`config.mk`:
```
export PLATFORM = sky130hd
export DESIGN_NAME = bin_to_gray_counter
export DESIGN_NICKNAME = d
export VERILOG_FILES = /design/src/rtl/bin_to_gray_counter.sv
export SDC_FILE = /design/constraint.sdc
export NUM_CORES = 1
export LEC_CHECK = 0
export BUFFER_PORTS_ARGS = -buffer_cell sky130_fd_sc_hd__buf_2
export CORE_AREA = 5 5 42 44
export CTS_CLUSTER_SIZE = 20
export DETAILED_ROUTE_END_ITERATION = 7
export DIE_AREA = 0 0 47 49
export HOLD_SLACK_MARGIN = 0.12
export PLACE_DENSITY = 0.67
export REMOVE_ABC_BUFFERS = 1
export SYNTH_ARGS = -nofsm -noshare
export SYNTH_HDL_FRONTEND = slang
export SYNTH_SLANG_ARGS = --single-unit
```
`constraint.sdc`:
```
create_clock -name clk -period 3.9 [get_ports clk]
set_input_delay 0.195 -clock clk [delete_from_list [all_inputs] [get_ports clk]]
set_output_delay 0.195 -clock clk [all_outputs]
set_load 0.05 [all_outputs]
```
`src/rtl/bin_to_gray_counter.sv`:
```
// Binary up/down counter with a registered Gray-code view of the same count.
// Both views load from one next-state value, so they update together with no skew.
module bin_to_gray_counter #(
  parameter int WIDTH = 4
) (
  input  logic             clk,
  input  logic             rst,
  input  logic             en,
  input  logic             up_dn,
  input  logic             load,
  input  logic [WIDTH-1:0] load_bin,
  output logic [WIDTH-1:0] bin,
  output logic [WIDTH-1:0] gray,
  output logic             wrap
);

  localparam logic [WIDTH-1:0] ONE = {{(WIDTH-1){1'b0}}, 1'b1};

  logic [WIDTH-1:0] bin_q, bin_d;
  logic [WIDTH-1:0] gray_q, gray_d;
  logic             wrap_q, wrap_d;

  function automatic logic [WIDTH-1:0] to_gray(input logic [WIDTH-1:0] b);
    return b ^ (b >> 1);
  endfunction

  // Gray is encoded from the next binary value so both registers stay coherent.
  always_comb begin
    bin_d  = bin_q;
    gray_d = gray_q;
    wrap_d = 1'b0;
    if (load) begin
      bin_d  = load_bin;
      gray_d = to_gray(load_bin);
    end else if (en) begin
      if (up_dn) begin
        bin_d  = bin_q + ONE;
        wrap_d = &bin_q;
      end else begin
        bin_d  = bin_q - ONE;
        wrap_d = ~|bin_q;
      end
      gray_d = to_gray(bin_d);
    end
  end

  always_ff @(posedge clk) begin
    if (rst) begin
      bin_q  <= '0;
      gray_q <= '0;
      wrap_q <= 1'b0;
    end else begin
      bin_q  <= bin_d;
      gray_q <= gray_d;
      wrap_q <= wrap_d;
    end
  end

  assign bin  = bin_q;
  assign gray = gray_q;
  assign wrap = wrap_q;

endmodule

```
==> impl_metrics.ini, run 1 <==
[clock_network]
cts_buffer_depth = 2
cts-buffers-inserted = 3
clk_pin_slew_ns = 0.06
postCtsSetupRepairBufs = 0
clock-sinks = 8
cts_resized = 0
cts-root-buf = clkbuf_4
clock_latency_ns = 0.25
cts_tree = done
hold_buffers = 0
htreeDepth = 1

[min_path]
hold-path-cell-count = 3
hold_path_class = primary input to flip-flop

[grt]
overflow = 0
grt_pass1_vias = 446
grt_max_degree = 17
grt.met1_usage = 0.141
busiest_layer = met2
grt_pass1_wl_mm = 2.00
antenna_found_initial = 0
met2_usage = 0.188
grt_use_total = 0.118
grtUsageMet3 = 0.0221

[timing]
max_freq_ghz = 0.587
finalSetupTns_ns = 0
maxSlewHeadroom = 0.770
finalMaxSlewViolations = 0
skew_ns = 0.00667
hold_viol = 0
timing.final.crit_share = 0.437
final-setup-viol-count = 0
grt_setup_unrepaired = no
period_minus_slack_ns = 1.70
worstMarginPinSlew_ns = 0.345

[synth]
synth_edf_count = 0
synth_area_um2 = 543
synth_area_leaders = dfxtp_1, xnor2_1, a21oi_1, nor2_1, ha_1
ys.flop_type = dfxtp_1
syn_avg_cell_area_um2 = 8.76
ys_types = 29
ys_ff_latch = 8
synthArstFlopShare = 0
synth_top_cell_area_share = 0.295
ys_seq_area_frac = 0.295
yosysTopAreaCell = dfxtp_1
syn_inst = 62
yosys_warnings = 0

[setup_path]
worst_ep_required_time_ns = 4.09
crit_arrival_ns = 1.89
cp_cell_sequence = fa_1, xnor2_2, xnor3_1, a21oi_1
slowest_delay_ns = 0.47
reg2regPathDepth = 4
path_class = flip-flop to flip-flop
start_kind = flip-flop
crit_path_end_kind = flip-flop
cp_slowest_cell = fa_1
cp_max_fo = 7

[floorplanning]
die_area_um2 = 2300
std_cell_rows = 14
die_height_um = 49
initial_core_util = 0.388
die_w_um = 47
boundaryPins = 18
coreArea_um2 = 1400

[power]
powerDensity_nw_per_um2 = 407
ir_drop_v = 0.000206
total_power_uw = 263
p_leak_uw = 0.000310

[routing]
drc_errors = 0
vias = 476
drtPass1Iterations = 3
via_per_inst = 5.12
ant_nets = 0
wl_per_cell_um = 12.4
drt_iter0_markers = 5
wl_mm = 1.16

[run_status]
status = finished clean

[placement]
gp_congestion = 0.788
place_area_um2 = 623
port_buffers = 17
hpwl_um = 912
dp.cells = 90

[job]
drv_cap = 0

[final_layout]
nNetsFinal = 91
drive_above_1_share = 0.299
fin_cells = 93
fin_area_um2 = 646
fill_cells = 153
antenna_cells = 0
area_delta_synth_final_pct = 18.9
[layout make-up]
class                      count  area, um^2  area share
multi-input combinational     47         350       0.543
sequential                     8         160       0.248
timing repair buffer          17        85.1       0.132
clock buffer                   3        22.5      0.0349
tap                           16        20.0      0.0310
inverter                       2        7.51      0.0116
[Yosys cell counts (all sizes together), types with 2 or more instances]
cell and n:
a211oi 3, a21oi 8, buf 4, dfxtp 8, ha 2, inv 2, nor2 10, nor4 2
xnor2 7
[through the flow]
| stage | hold WS, ns | worst slack [ns] | util |
|---|---|---|---|
| 3_3_place_gp | 0.455 | 2.23 | 0.445 |
| 6_report | 0.219 | 2.20 | 0.461 |
| 2_1_floorplan | 0.264 | 1.98 | - |
| 5_1_grt | 0.230 | 2.10 | 0.461 |
| 3_5_place_dp | 0.465 | 2.19 | 0.445 |
| 4_1_cts | 0.207 | 2.19 | 0.461 |
[critical path: cells and delay by family (launching register included)]
kind	cells	cell delay, ns
xor gates and xnor gates	2	0.62
AOI/OAI and AO/OA	1	0.14
DFF	1	0.41
adders and majority gates	1	0.47
[registers in the layout, summed over array words and instances (netlist names)]
name	cells
bin	4
gray	3
wrap	1
[path summary, 6_finish.rpt]
path               start      end  slack (ns)
min          load_bin[0]   bin[0]        0.22
max               bin[0]  gray[2]        2.20
min reg2reg      gray[1]  gray[1]        0.55
max reg2reg       bin[0]  gray[2]        2.20
[per-layer routing]
metal	up-vias	share of wire	wire length [um]
li1	251	-	-
met1	213	0.45	519
met2	10	0.49	564
met3	2	0.052	60
met4	0	0.011	13
met5	-	0	0
[power breakdown]
part           switching (uW)  internal, uW
Sequential               7.70          89.0
Combinational            61.5          41.6
Clock                    27.6          35.2
[placed cells by master, fill, tap and decap left out, types with 2 or more instances in the layout]
| cell | instances |
|---|---|
| inv_1 | 2 |
| ha_1 | 2 |
| xnor2_1 | 6 |
| nor2_1 | 9 |
| nor4_1 | 2 |
| a211oi_1 | 3 |
| clkbuf_4 | 3 |
| dfxtp_1 | 8 |
| buf_2 | 17 |
| a21oi_1 | 8 |
[logic make-up (layout without fill, tap and decap cells)]
| group | after synthesis | in the layout | synth area share |
|---|---|---|---|
| AND/OR/NAND/NOR | 19 | 19 | 0.189 |
| AO/OA/AOI/OAI | 15 | 15 | 0.171 |
| XOR/XNOR | 9 | 9 | 0.184 |
| flip-flops | 8 | 8 | 0.295 |
| buffers and inverters | 7 | 22 | 0.0599 |
| adder cells (fa/ha/maj) | 3 | 3 | 0.0829 |
| multiplexers | 1 | 1 | 0.0184 |
Power figures use the tool's default switching activity.
==> inputs of run 2 (changes only) <==
==> constraint.sdc (replaced) <==
create_clock -name clk -period 1.6 [get_ports clk]
set_input_delay 0.08 -clock clk [delete_from_list [all_inputs] [get_ports clk]]
set_output_delay 0.08 -clock clk [all_outputs]
set_load 0.05 [all_outputs]
==> run 2 against run 1 <==
  * Flip-flop and latch count stayed put
  * Clock power grew to 2.5 times the previous value
  * Worst setup slack worse by 2.1 ns
  * Sequential power is 140% higher
  * Sequential share of layout area is 2.7 points lower
  * Combinational power grew to 2.9 times the previous value
  * Wire length is 20% higher
  * Core utilization is 6.4 points higher
  * Critical path type unchanged
  * Critical endpoint is now gray[0]
  * Largest power group unchanged
==> impl_metrics.ini, run 2 (synthesis gave the netlist of run 1 again) <==
[run_status]
status = finished clean

[power]
p_leak_uw = 0.000346
total_power_uw = 691
ir_drop_v = 0.000499
powerDensity_nw_per_um2 = 940

[setup_path]
timing.rr.end = gray[0]
rrSetupSlack_ns = 0.05
start_kind = flip-flop
cp_max_fo = 5
crit_path_end_kind = flip-flop
reg2regPathDepth = 5
worst_ep_required_time_ns = 1.73
r2r_start = bin[1]
crit_arrival_ns = 1.67
path_class = flip-flop to flip-flop

[routing]
wl_met3_um = 87
vias = 532
drt_iter0_markers = 11
wl_per_cell_um = 14.1
wl_mm = 1.39
wl_met2_um = 733
drtPass1Iterations = 4
highest_layer = met4
ant_nets = 0
m1WireLength_um = 557
via_per_inst = 5.37
drc_errors = 0

[timing]
final-setup-viol-count = 0
hold_viol = 0
skew_ns = 0.00107
finalMaxSlewViolations = 0
period_minus_slack_ns = 1.55
maxSlewHeadroom = 0.804
max_freq_ghz = 0.646
timing.final.crit_share = 0.967
worstMarginPinSlew_ns = 0.294

[clock_network]
clk_pin_slew_ns = 0.06
cts-buffers-inserted = 3
clock-sinks = 8
cts_buffer_depth = 2
clock_latency_ns = 0.25
htreeDepth = 1
cts_tree = done
cts-root-buf = clkbuf_4

[placement]
port_buffers = 17
dp.cells = 93
place_area_um2 = 646
gp_congestion = 0.791
hpwl_mm = 1.00

[min_path]
whs_endpoint = bin[3]
hold_path_class = primary input to flip-flop
hp-start = load_bin[3]
hold-path-cell-count = 3

[final_layout]
area_delta_synth_final_pct = 35.5
fin_area_um2 = 736
largest_register_ffs = 4
final_common_cell = buf_2
antenna_cells = 0
nNetsFinal = 97
layout_common_cells = buf_2, nor2_1, a21oi_1
fin_cells = 99
drive_above_1_share = 0.410
utilization = 0.525

[grt]
grt_max_degree = 17
grt_use_total = 0.135
overflow = 0
antenna_found_initial = 0
grt_pass1_vias = 534
grt_pass1_wl_mm = 2.24

[floorplanning]
die_w_um = 47
std_cell_rows = 14
initial_core_util = 0.388
boundaryPins = 18
die_height_um = 49
coreArea_um2 = 1400
die_area_um2 = 2300

[job]
drv_cap = 0
-- run 2: cell types whose count changed in the layout (fill, tap and decap cells not counted), sizes merged --
| cell | change |
|---|---|
| buf | +4 |
| dlygate4sd3 | +2 |
-- run 2: how the worst max path moves through the flow --
stage	endpoint	slack, ns	cells after the start	from
2_1_floorplan	gray[0]	-0.32	5	bin[0]
3_3_place_gp	gray[2]	0.04	6	up_dn
3_5_place_dp	gray[2]	-0.04	6	up_dn
4_1_cts	gray[1]	0.03	6	bin[1]
5_1_grt	gray[0]	-0.03	5	bin[1]
6_report	gray[0]	0.05	5	bin[1]
-- run 2: timing repair --
action,4_1_cts,5_1_grt
pin swaps,1,2
setup buffers,1,0
hold buffers,3,0
hold endpoints to repair,2,0
gates resized for setup,1,7
setup endpoints to repair,1,4
-- run 2: cell type report --
type / count / area [um^2]
Timing Repair Buffer: 23 / 139
Inverter: 2 / 7.51
Clock buffer: 3 / 22.5
Multi-Input combinational cell: 47 / 384
Tap cell: 16 / 20.0
Fill cell: 139 / 666
Sequential cell: 8 / 163
-- run 2: power breakdown --
group	internal [uW]	switching (uW)
combinational	129	170
sequential	218	15.3
clock	86.1	72.9
-- run 2: critical path, stage by stage (launching register included) --
cell,delay (ns)
dfxtp_2,0.35
fa_2,0.57
xor2_1,0.15
nor2_1,0.07
a211oi_2,0.22
a211oi_1,0.07
-- run 2: per-stage QoR --
stage	setup WS [ns]	hold WS (ns)	setup TNS, ns
2_1_floorplan	-0.317	0.149	-1.28
3_3_place_gp	0.0380	0.353	0
3_5_place_dp	-0.0366	0.355	-0.0366
4_1_cts	0.0292	0.150	0
5_1_grt	-0.0313	0.139	-0.0313
6_report	0.0525	0.147	0
-- run 2: per-layer routing --
| metal | up-vias | track usage |
|---|---|---|
| met4 | 0 | 0.0691 |
| li1 | 262 | - |
| met2 | 18 | 0.224 |
| met3 | 2 | 0.0332 |
| met5 | - | 0 |
| met1 | 250 | 0.150 |
==> inputs of run 3 (changes only) <==
--- a/config.mk
+++ b/config.mk
@@ -5,14 +5,16 @@
 export SDC_FILE = /design/constraint.sdc
 export NUM_CORES = 1
 export LEC_CHECK = 0
+export ABC_AREA = 1
 export BUFFER_PORTS_ARGS = -buffer_cell sky130_fd_sc_hd__buf_2
 export CORE_AREA = 5 5 42 44
 export CTS_CLUSTER_SIZE = 20
 export DETAILED_ROUTE_END_ITERATION = 7
 export DIE_AREA = 0 0 47 49
 export HOLD_SLACK_MARGIN = 0.12
-export PLACE_DENSITY = 0.67
+export PLACE_DENSITY = 0.69
 export REMOVE_ABC_BUFFERS = 1
+export SLEW_MARGIN = 10
 export SYNTH_ARGS = -nofsm -noshare
 export SYNTH_HDL_FRONTEND = slang
 export SYNTH_SLANG_ARGS = --single-unit
==> run 3 against run 2 <==
  * Clock power rose by 8%
  * Synthesized cell count rose by 48%
  * Core utilization fell by 0.80 points
==> impl_metrics.ini, run 3 <==
[synth]
synthMostInstantiatedCell = nand2_1
synth_edf_count = 0
syn_avg_cell_area_um2 = 6.19
synthArstFlopShare = 0
yosys-top-cells-count = nand2_1, nor2_1, inv_1
ys_ff_latch = 8
ys_seq_area_frac = 0.281
syn_inst = 92
synth_area_leaders = dfxtp_1, nand2_1, nor2_1, inv_1, nand3_1
yosys_warnings = 0
synth_area_um2 = 569
ys_types = 20
yosysTopAreaCell = dfxtp_1
ys.flop_type = dfxtp_1
synth_top_cell_area_share = 0.281

[timing]
maxSlewHeadroom = 0.838
period_minus_slack_ns = 1.43
max_freq_ghz = 0.701
finalMaxSlewViolations = 0
finalSetupTns_ns = 0
skew_ns = 0.00554
setup_slack_ns = 0.174
worstMarginPinSlew_ns = 0.242
final-setup-viol-count = 0
grt_setup_unrepaired = no
timing.final.crit_share = 0.891
hold_viol = 0

[final_layout]
layout_common_cells = nand2_1, buf_2, nor2_1
largest_register_ffs = 4
final_common_cell = nand2_1
utilization = 0.517
fin_cells = 131
antenna_cells = 0
drive_above_1_share = 0.261
area_delta_synth_final_pct = 27.3
nNetsFinal = 129
fin_area_um2 = 724

[clock_network]
postCtsSetupRepairBufs = 0
clock_latency_ns = 0.27
htreeDepth = 1
cts-buffers-inserted = 3
cts-root-buf = clkbuf_4
cts_buffer_depth = 2
clk_pin_slew_ns = 0.06
cts_tree = done
clock-sinks = 8

[min_path]
hold-path-cell-count = 3
hold_path_class = primary input to flip-flop
hp-start = load_bin[2]

[grt]
grt_use_total = 0.144
grt_max_degree = 8
grt_pass1_wl_mm = 2.40
overflow = 0
grt_pass1_vias = 590
antenna_found_initial = 0

[placement]
dp_slack_ns = 0.185
hpwl_mm = 1.15
port_buffers = 17
dp.cells = 126
gp_congestion = 0.767
place_area_um2 = 682

[routing]
wl_mm = 1.42
drtPass1Iterations = 4
drt_iter0_markers = 13
wl_per_cell_um = 10.8
vias = 646
ant_nets = 0
via_per_inst = 4.93
drc_errors = 0

[setup_path]
crit_top_cell = nand2_1
cp_cell_sequence = fa_1, inv_1, nand2_1, nand3_1, nand2_1, nand2_1, a21oi_1
path_class = flip-flop to flip-flop
cp_slowest_cell = fa_1
cp_max_fo = 5
reg2regPathDepth = 7
worst_ep_required_time_ns = 1.75
start_kind = flip-flop
r2r_start = bin[1]
crit_path_end_kind = flip-flop
slowest_delay_ns = 0.47
cp-startpoint = bin[1]
crit_arrival_ns = 1.58

[floorplanning]
boundaryPins = 18
die_height_um = 49
coreArea_um2 = 1400
std_cell_rows = 14
die_area_um2 = 2300
die_w_um = 47
initial_core_util = 0.406

[power]
p_leak_uw = 0.000406
ir_drop_v = 0.000444
powerDensity_nw_per_um2 = 871

[job]
drv_cap = 0

[run_status]
status = finished clean
==> run 3: metrics by stage <==
stage | hold WS (ns) | power, uW
finish | 0.118 | 631
global route | 0.172 | 668
CTS | 0.121 | 631
detailed placement | 0.304 | 461
global placement | 0.306 | 457
floorplan | 0.149 | 398
==> run 3: what timing repair did <==
item | in CTS | in global routing
endpoints found under the hold margin | 3 | 0
resized for setup | 0 | 0
endpoints found under the setup margin | 0 | 0
hold buffers | 2 | 0
==> run 3: critical path: cells and delay by family, from the launching register on <==
kind | cells | cell delay (ns)
AO/OA/AOI/OAI | 1 | 0.06
adder cells (fa/ha/maj) | 1 | 0.47
buffers and inverters | 1 | 0.12
flip-flops | 1 | 0.41
AND/OR/NAND/NOR | 4 | 0.25
==> run 3: final timing paths <==
| check | to | slack [ns] |
|---|---|---|
| setup reg to reg | gray[0] | 0.17 |
| hold / removal | bin[2] | 0.12 |
| setup / recovery | gray[0] | 0.17 |
| hold reg to reg | gray[0] | 0.55 |
==> run 3: cells by family after synthesis <==
group                    share of synthesized area
adder cells (fa/ha/maj)                     0.0791
buffers and inverters                        0.116
AND/OR/NAND/NOR                              0.378
AO/OA/AOI/OAI                                0.145
flip-flops                                   0.281
==> run 3: routing by layer <==
layer	track usage	vias to the layer above	wire length, um
met5	0	-	0
met4	0.0829	0	37
li1	-	340	-
met2	0.231	12	700
met3	0.0332	5	64
met1	0.166	289	612
==> run 3: area by class of cell <==
| type | count | area, um^2 |
|---|---|---|
| clock buffers | 3 | 22.5 |
| repair buffers | 21 | 120 |
| fillers | 160 | 677 |
| inverters | 15 | 58.8 |
| multi-input cells | 68 | 343 |
| well taps | 16 | 20.0 |
| flip-flops and latches | 8 | 160 |
==> run 3: report_power, final <==
part	internal (uW)	total [uW]	switching, uW
clock	86.9	171	84.5
combinational	72.4	231	159
sequential	216	228	12.7
total	375	631	256
